## src/rtl/sdram_port_arb_if.sv

```systemverilog
// sdram_port_arb_if: requester (loader/CPU/video) and SDRAM controller signals of the port arbiter.
interface sdram_port_arb_if #(parameter int ADDR_W = 25);
  logic              ld_req;
  logic [ADDR_W-1:0] ld_addr;
  logic [31:0]       ld_din;
  logic              ld_ack;
  logic              cpu_req;
  logic              cpu_we;
  logic [ADDR_W-1:0] cpu_addr;
  logic [31:0]       cpu_din;
  logic [3:0]        cpu_be;
  logic [31:0]       cpu_dout;
  logic              cpu_ack;
  logic              vid_req;
  logic [ADDR_W-1:0] vid_addr;
  logic [31:0]       vid_dout;
  logic              vid_ack;
  logic [ADDR_W-1:0] sd_raddr;
  logic [ADDR_W-1:0] sd_waddr;
  logic [31:0]       sd_din;
  logic [3:0]        sd_be;
  logic              sd_rd;
  logic              sd_we;
  logic              sd_rd_rdy;
  logic              sd_we_rdy;
  logic [31:0]       sd_dout;
  logic              err;
  modport slave (
    input  ld_req, ld_addr, ld_din, cpu_req, cpu_we, cpu_addr, cpu_din, cpu_be,
           vid_req, vid_addr, sd_rd_rdy, sd_we_rdy, sd_dout,
    output ld_ack, cpu_dout, cpu_ack, vid_dout, vid_ack,
           sd_raddr, sd_waddr, sd_din, sd_be, sd_rd, sd_we, err
  );
  modport master (
    output ld_req, ld_addr, ld_din, cpu_req, cpu_we, cpu_addr, cpu_din, cpu_be,
           vid_req, vid_addr, sd_rd_rdy, sd_we_rdy, sd_dout,
    input  ld_ack, cpu_dout, cpu_ack, vid_dout, vid_ack,
           sd_raddr, sd_waddr, sd_din, sd_be, sd_rd, sd_we, err
  );
endinterface

```

## src/rtl/sdram_port_arb.sv

```systemverilog
// sdram_port_arb: shares one SDRAM controller port between loader (top priority), CPU and video (round-robin).
module sdram_port_arb #(
  parameter int ADDR_W  = 25,
  parameter int TIMEOUT = 255
) (
  input logic             clk,
  input logic             rst_n,
  sdram_port_arb_if.slave bus
);
  localparam int CW = $clog2(TIMEOUT + 1);
  localparam logic [CW-1:0] TO_CNT = CW'(TIMEOUT);
  typedef enum logic [2:0] {IDLE, ISSUE, HOLD, WAIT, DONE} state_t;
  typedef enum logic [1:0] {G_LD, G_CPU, G_VID} gnt_t;
  state_t            state_q, state_d;
  gnt_t              gnt_q, gnt_d;
  logic              last_vid_q, last_vid_d;
  logic              we_q, we_d;
  logic [ADDR_W-1:0] addr_q, addr_d;
  logic [31:0]       din_q, din_d;
  logic [3:0]        be_q, be_d;
  logic [CW-1:0]     cnt_q, cnt_d;
  logic              err_q, err_d;
  logic [31:0]       cpu_dout_q, cpu_dout_d;
  logic [31:0]       vid_dout_q, vid_dout_d;
  logic [CW-1:0]     cnt_inc;
  logic              rdy, timeout;
  assign cnt_inc = cnt_q + 1'b1;
  assign timeout = cnt_inc == TO_CNT;
  assign rdy     = we_q ? bus.sd_we_rdy : bus.sd_rd_rdy;
  always_comb begin
    state_d    = state_q;
    gnt_d      = gnt_q;
    last_vid_d = last_vid_q;
    we_d       = we_q;
    addr_d     = addr_q;
    din_d      = din_q;
    be_d       = be_q;
    cnt_d      = cnt_q;
    err_d      = err_q;
    cpu_dout_d = cpu_dout_q;
    vid_dout_d = vid_dout_q;
    case (state_q)
      IDLE: if ((bus.ld_req || bus.cpu_req || bus.vid_req) && bus.sd_rd_rdy && bus.sd_we_rdy) begin
        state_d    = ISSUE;
        gnt_d      = bus.ld_req ? G_LD : (bus.cpu_req && (!bus.vid_req || last_vid_q)) ? G_CPU : G_VID;
        // loader grants leave the CPU/video rotation untouched
        last_vid_d = bus.ld_req ? last_vid_q : gnt_d == G_VID;
        we_d       = gnt_d == G_LD || (gnt_d == G_CPU && bus.cpu_we);
        addr_d     = gnt_d == G_LD ? bus.ld_addr : gnt_d == G_CPU ? bus.cpu_addr : bus.vid_addr;
        din_d      = gnt_d == G_LD ? bus.ld_din : gnt_d == G_CPU ? bus.cpu_din : '0;
        be_d       = gnt_d == G_CPU ? bus.cpu_be : 4'hF;
      end
      ISSUE: state_d = HOLD;
      HOLD: begin
        state_d = WAIT;
        cnt_d   = '0;
      end
      WAIT: begin
        cnt_d = cnt_inc;
        if (rdy || timeout) begin
          state_d = DONE;
          err_d   = err_q | ~rdy;
          if (!we_q && gnt_q == G_CPU) cpu_dout_d = rdy ? bus.sd_dout : '0;
          if (!we_q && gnt_q == G_VID) vid_dout_d = rdy ? bus.sd_dout : '0;
        end
      end
      DONE: state_d = IDLE;
      default: state_d = IDLE;
    endcase
  end
  always_ff @(posedge clk or negedge rst_n) begin
    if (!rst_n) begin
      state_q    <= IDLE;
      gnt_q      <= G_LD;
      last_vid_q <= 1'b1;
      we_q       <= 1'b0;
      addr_q     <= '0;
      din_q      <= '0;
      be_q       <= '0;
      cnt_q      <= '0;
      err_q      <= 1'b0;
      cpu_dout_q <= '0;
      vid_dout_q <= '0;
    end else begin
      state_q    <= state_d;
      gnt_q      <= gnt_d;
      last_vid_q <= last_vid_d;
      we_q       <= we_d;
      addr_q     <= addr_d;
      din_q      <= din_d;
      be_q       <= be_d;
      cnt_q      <= cnt_d;
      err_q      <= err_d;
      cpu_dout_q <= cpu_dout_d;
      vid_dout_q <= vid_dout_d;
    end
  end
  assign bus.sd_rd    = state_q == ISSUE && !we_q;
  assign bus.sd_we    = state_q == ISSUE && we_q;
  assign bus.ld_ack   = state_q == DONE && gnt_q == G_LD;
  assign bus.cpu_ack  = state_q == DONE && gnt_q == G_CPU;
  assign bus.vid_ack  = state_q == DONE && gnt_q == G_VID;
  assign bus.sd_raddr = addr_q;
  assign bus.sd_waddr = addr_q;
  assign bus.sd_din   = din_q;
  assign bus.sd_be    = be_q;
  assign bus.cpu_dout = cpu_dout_q;
  assign bus.vid_dout = vid_dout_q;
  assign bus.err      = err_q;
endmodule

```

## src/flat_wrapper.sv

```systemverilog
// flat-port wrapper written by rule: the top's interface ports become plain ports
module sdram_port_arb_flat 
#(
  parameter int ADDR_W  = 25,
  parameter int TIMEOUT = 255
)
  (clk, rst_n, bus_ld_req, bus_ld_addr, bus_ld_din, bus_cpu_req, bus_cpu_we, bus_cpu_addr, bus_cpu_din, bus_cpu_be, bus_vid_req, bus_vid_addr, bus_sd_rd_rdy, bus_sd_we_rdy, bus_sd_dout, bus_ld_ack, bus_cpu_dout, bus_cpu_ack, bus_vid_dout, bus_vid_ack, bus_sd_raddr, bus_sd_waddr, bus_sd_din, bus_sd_be, bus_sd_rd, bus_sd_we, bus_err);
  sdram_port_arb_if #(.ADDR_W(ADDR_W)) bus_i ();
  input logic clk;
  input logic rst_n;
  input wire logic [$bits(bus_i.ld_req)-1:0] bus_ld_req;
  input wire logic [$bits(bus_i.ld_addr)-1:0] bus_ld_addr;
  input wire logic [$bits(bus_i.ld_din)-1:0] bus_ld_din;
  input wire logic [$bits(bus_i.cpu_req)-1:0] bus_cpu_req;
  input wire logic [$bits(bus_i.cpu_we)-1:0] bus_cpu_we;
  input wire logic [$bits(bus_i.cpu_addr)-1:0] bus_cpu_addr;
  input wire logic [$bits(bus_i.cpu_din)-1:0] bus_cpu_din;
  input wire logic [$bits(bus_i.cpu_be)-1:0] bus_cpu_be;
  input wire logic [$bits(bus_i.vid_req)-1:0] bus_vid_req;
  input wire logic [$bits(bus_i.vid_addr)-1:0] bus_vid_addr;
  input wire logic [$bits(bus_i.sd_rd_rdy)-1:0] bus_sd_rd_rdy;
  input wire logic [$bits(bus_i.sd_we_rdy)-1:0] bus_sd_we_rdy;
  input wire logic [$bits(bus_i.sd_dout)-1:0] bus_sd_dout;
  output wire logic [$bits(bus_i.ld_ack)-1:0] bus_ld_ack;
  output wire logic [$bits(bus_i.cpu_dout)-1:0] bus_cpu_dout;
  output wire logic [$bits(bus_i.cpu_ack)-1:0] bus_cpu_ack;
  output wire logic [$bits(bus_i.vid_dout)-1:0] bus_vid_dout;
  output wire logic [$bits(bus_i.vid_ack)-1:0] bus_vid_ack;
  output wire logic [$bits(bus_i.sd_raddr)-1:0] bus_sd_raddr;
  output wire logic [$bits(bus_i.sd_waddr)-1:0] bus_sd_waddr;
  output wire logic [$bits(bus_i.sd_din)-1:0] bus_sd_din;
  output wire logic [$bits(bus_i.sd_be)-1:0] bus_sd_be;
  output wire logic [$bits(bus_i.sd_rd)-1:0] bus_sd_rd;
  output wire logic [$bits(bus_i.sd_we)-1:0] bus_sd_we;
  output wire logic [$bits(bus_i.err)-1:0] bus_err;
  assign bus_i.ld_req = bus_ld_req;
  assign bus_i.ld_addr = bus_ld_addr;
  assign bus_i.ld_din = bus_ld_din;
  assign bus_i.cpu_req = bus_cpu_req;
  assign bus_i.cpu_we = bus_cpu_we;
  assign bus_i.cpu_addr = bus_cpu_addr;
  assign bus_i.cpu_din = bus_cpu_din;
  assign bus_i.cpu_be = bus_cpu_be;
  assign bus_i.vid_req = bus_vid_req;
  assign bus_i.vid_addr = bus_vid_addr;
  assign bus_i.sd_rd_rdy = bus_sd_rd_rdy;
  assign bus_i.sd_we_rdy = bus_sd_we_rdy;
  assign bus_i.sd_dout = bus_sd_dout;
  assign bus_ld_ack = bus_i.ld_ack;
  assign bus_cpu_dout = bus_i.cpu_dout;
  assign bus_cpu_ack = bus_i.cpu_ack;
  assign bus_vid_dout = bus_i.vid_dout;
  assign bus_vid_ack = bus_i.vid_ack;
  assign bus_sd_raddr = bus_i.sd_raddr;
  assign bus_sd_waddr = bus_i.sd_waddr;
  assign bus_sd_din = bus_i.sd_din;
  assign bus_sd_be = bus_i.sd_be;
  assign bus_sd_rd = bus_i.sd_rd;
  assign bus_sd_we = bus_i.sd_we;
  assign bus_err = bus_i.err;
  sdram_port_arb #(.ADDR_W(ADDR_W), .TIMEOUT(TIMEOUT)) u_core (.clk(clk), .rst_n(rst_n), .bus(bus_i));
endmodule
```

## config.mk

```make
export PLATFORM = sky130hd
export DESIGN_NAME = sdram_port_arb_flat
export DESIGN_NICKNAME = d
export VERILOG_FILES = /design/src/rtl/sdram_port_arb_if.sv /design/src/rtl/sdram_port_arb.sv /design/src/flat_wrapper.sv
export SDC_FILE = /design/constraint.sdc
export NUM_CORES = 1
export LEC_CHECK = 0
export ABC_CLOCK_PERIOD_IN_PS = 2100
export CAP_MARGIN = 10
export CORE_UTILIZATION = 33
export DETAILED_ROUTE_END_ITERATION = 12
export PLACE_DENSITY = 0.69
export SYNTH_ARGS = -nofsm -noshare
export SYNTH_HDL_FRONTEND = slang
export SYNTH_SLANG_ARGS = --single-unit
```

## constraint.sdc

```tcl
create_clock -name clk -period 2.1 [get_ports clk]
set_input_delay 0.315 -clock clk [delete_from_list [all_inputs] [get_ports clk]]
set_output_delay 0.315 -clock clk [all_outputs]
set_load 0.02 [all_outputs]
```

==> implementation parameters <==
Parameter                              Value

Clock tree
  Clock transition time at the flip-flop clock pins of the worst setup and hold paths    0.06 ns
  TritonCTS Buffers    17
  Root cell of the clock tree    clkbuf_16
  Depth of the CTS H-tree    4
  Clock latency on the worst-skew pair    0.42 ns
  Buffers from clock root to sink, at most    2
  Clock sink count    141
  TritonCTS clock tree    built

Floorplan
  Width of the die    151 µm
  Effective utilization at floorplan    0.335
  Die area    about 23000 µm²
  Die Span Y    roughly 150 µm
  Core Rows    54
  Num ports    ~340
  Core region area    21800 µm²

Drt
  Via/cell ratio    just over 5
  Mean routed wirelength per cell    roughly 17 µm
  Post-route ant nets    0
  Vias after detailed routing    around 7000
  DRC errors left    0
  Initial DRC Count    between 300 and 400
  Final wirelength    ~24000 µm
  DR pass1 iterations    5

Power
  Power share of the combinational group    0.445
  Switch share    0.369
  Switching power summed over all nets    4.83 mW
  Sequential share of power    0.315
  Clk network pwr share    0.240
  Cell internal power dissipation    around 8.3 mW
  Leakage power of the design    around 5 nW
  Largest voltage drop on the vdd net    0.716 mV
  Power per Cell Area    approximately 1100 nW/µm²

Logic synthesis
  Synthesized-area fraction occupied by ao, oa, aoi and oai cells    0.185
  Number of enable flip-flop cells after synthesis    0
  Multiplexer area fraction after synthesis    0.0813
  Post-synthesis adder-cell area fraction    0.00343
  Register bit count reported by yosys    around 140
  Xor-xnor portion of the synthesized cell area    0.00240
  Simple logic cell fraction of the synthesized area    0.176
  Netlist cell types    48
  Area fraction of the dominant cell type after synthesis    0.480
  Synth area leader    dfrtp_1
  Gate count of the mapped netlist    about 790
  Largest family of logic cells by synthesized area    compound AO/OA/AOI/OAI gates
  Ys flop type    dfrtp_1
  Post-synthesis instance area    7290 µm²
  Sequential share of the synthesized area    0.484
  Cells taking the most area after synthesis    dfrtp_1, nand2_1, o21ai_0, mux2i_1, o221ai_1
  Post-synthesis area per instance    just over 9 µm²
  Yosys warning count    0
  Net count after synthesis    979
  Async S/R FF share, synth    1.00

Place
  Worst setup slack after placement    -0.185 ns
  Input/output buffers    between 300 and 400
  Half-perimeter wire length of the detailed placement result    approximately 17000 µm
  Total instance count after detailed placement    around 1400
  Final weighted congestion of routability-driven global placement    0.826

STA
  Sum of negative setup slack    0 ns
  Final hold violation count    0
  Max Transition Viols Final    0
  RSZ-0062 raised after global routing    true
  Achievable frequency    roughly 500 MHz
  Transition at the pin with the smallest max-transition slack    about 0.76 ns
  Clock period minus final worst setup slack    between 2 and 2.5 ns
  Final critical-path setup slack    about 0.08 ns
  Worst slew margin relative to its limit    0.495
  Setup violators final    0
  Largest clock skew in the final design    roughly 0.0072 ns
  Final Cycle Share    0.962

Worst setup path
  CP Launch Type    flop
  Slowest stage cell on the critical path    dfrtp_1
  Critical path fanouts, max    32
  Crit Path Class    flop to flop
  Worst Path Arrival    2.30 ns
  Critical path launch point    u_core.cnt_q[0]
  CP Cell Sequence    ha_4 > or3b_1 > o22ai_1 > a21oi_1 > a221oi_4 > buf_4 > buf_16 > o221ai_1
  Type of element capturing the critical path    flop
  R2R cell count    8
  CP required    approximately 2.4 ns
  Reg-to-reg critical path endpoint    u_core.bus.vid_dout[28]
  Minimum setup slack among reg-to-reg paths    roughly 0.080 ns
  Startpoint of the worst register-to-register path    u_core.cnt_q[0]
  Worst stage delay on the critical path    approximately 0.41 ns

Status
  Outcome    finished clean

GRT
  Gr usage total    0.212
  Vias in the first global route    ~6800
  Global-route wire length before repair    about 37000 µm
  Overall overflow remaining after global route    0
  Antenna violations before repair    1
  Maximum number of pins on one net before global-route repair    approximately 120

Hold path
  Worst hold path class    input pin to async pin

Job
  Max-capacitance violation count    0

Final layout
  Most common cell after layout, fill and taps aside    clkdlybuf4s50_1
  Final standard cell count with taps included and fillers excluded    around 1400
  Nets@finish    about 1300
  Most frequent cells in the layout    clkdlybuf4s50_1, nand2_1, dfrtp_1
  Area growth from synthesis to final layout    61.0%
  Proportion of layout cells with a drive suffix above 1    0.104
## area by class of cell
| cell class | count | area [µm²] |
|---|---|---|
| well taps | 280 | 350 |
| fillers | 1930 | 10000 |
| multi-input cells | 554 | 3340 |
| clock inverters | 13 | 164 |
| flip-flops and latches | 141 | 3530 |
| inverters | 5 | 18.8 |
| diodes | 1 | 2.50 |
| clock buffers | 19 | 443 |
| repair buffers | 376 | 3900 |
## layer usage
layer  routed length (µm)  GRT usage
met5                    0          0
met2                11400      0.340
met1                 9800      0.263
met4                  491     0.0740
met3                 2190     0.0736
## how the worst max path moves through the flow
stage	slack (ns)	to	cells after the start
detailed placement	-0.19	u_core.bus.sd_din[21]	6
CTS	0.005	u_core.bus.vid_dout[3]	8
finish	0.08	u_core.bus.vid_dout[28]	8
global placement	-0.09	u_core.bus.sd_raddr[11]	7
floorplan	0.009	u_core.bus.vid_dout[29]	9
global route	-0.03	u_core.bus.vid_dout[28]	8
## Yosys cell counts, types with 2 or more instances
cell type / n
a21oi_1: 36
a22o_1: 3
a22oi_1: 30
and2_1: 3
buf_2: 12
buf_4: 26
buf_6: 2
clkbuf_1: 51
clkbuf_2: 2
dfrtp_1: 140
ha_1: 2
inv_1: 5
mux2_2: 26
mux2i_1: 30
nand2_1: 206
nand3_1: 2
nand3b_1: 2
nand4_1: 4
nand4b_1: 2
nor2_1: 6
nor2b_1: 3
nor3_1: 7
nor3b_1: 34
o21ai_0: 100
o21ai_1: 2
o221ai_1: 34
o22ai_1: 2
xnor2_1: 2
## flip-flops by register name, summed over array words and instances (netlist names)
register,count
u_core.we_q,1
u_core.gnt_q,2
u_core.bus.sd_din,32
u_core.state_q,3
u_core.last_vid_q,1
u_core.bus.cpu_dout,32
u_core.bus.sd_raddr,25
u_core.bus.err,1
u_core.bus.vid_dout,32
u_core.bus.sd_be,4
u_core.cnt_q,8
## power groups by stage
stage               Clock (mW)  Combinational, mW  Sequential, mW
finish                    3.14               5.82            4.12
detailed placement           0               5.85            4.14
floorplan                    0               2.38            4.85
global placement             0               5.76            4.12
CTS                       3.20               5.86            4.12
global route              3.31               6.27            4.23
## timing repair
item | in CTS | in global routing
endpoints found under the hold margin | 38 | 0
hold buffers | 1 | 0
cloned | 2 | 1
setup buffers | 2 | 0
pin swaps | 2 | 0
resized for setup | 14 | 5
endpoints found under the setup margin | 45 | 34
## logic make-up (layout without fill, tap and decap cells)
family          Yosys count  count (layout)
fa+ha+maj                 2               2
simple gates            279             279
xor+xnor                  2               2
buf+inv                  99             413
compound gates          215             215
flops                   141             141
mux                      56              56
other cells               0               1
## stage by stage
| step | hold WS (ns) | cell area (µm²) | util | total power, mW |
|---|---|---|---|---|
| after floorplan | 0.0194 | 7300 | - | 7.22 |
| after global placement | 0.271 | 11000 | 0.505 | 9.89 |
| after detailed placement | 0.270 | 11000 | 0.505 | 9.99 |
| after CTS | 0.389 | 11700 | 0.538 | 13.2 |
| after global routing | 0.430 | 11700 | 0.540 | 13.8 |
| final | 0.393 | 11700 | 0.540 | 13.1 |
## critical path, delay by kind of cell, from the launching register on
kind,cells,cell delay (ns)
flops,1,0.41
fa+ha+maj,1,0.19
compound gates,4,0.56
simple gates,1,0.34
buf+inv,2,0.37
(Power assumes the default switching activity.)
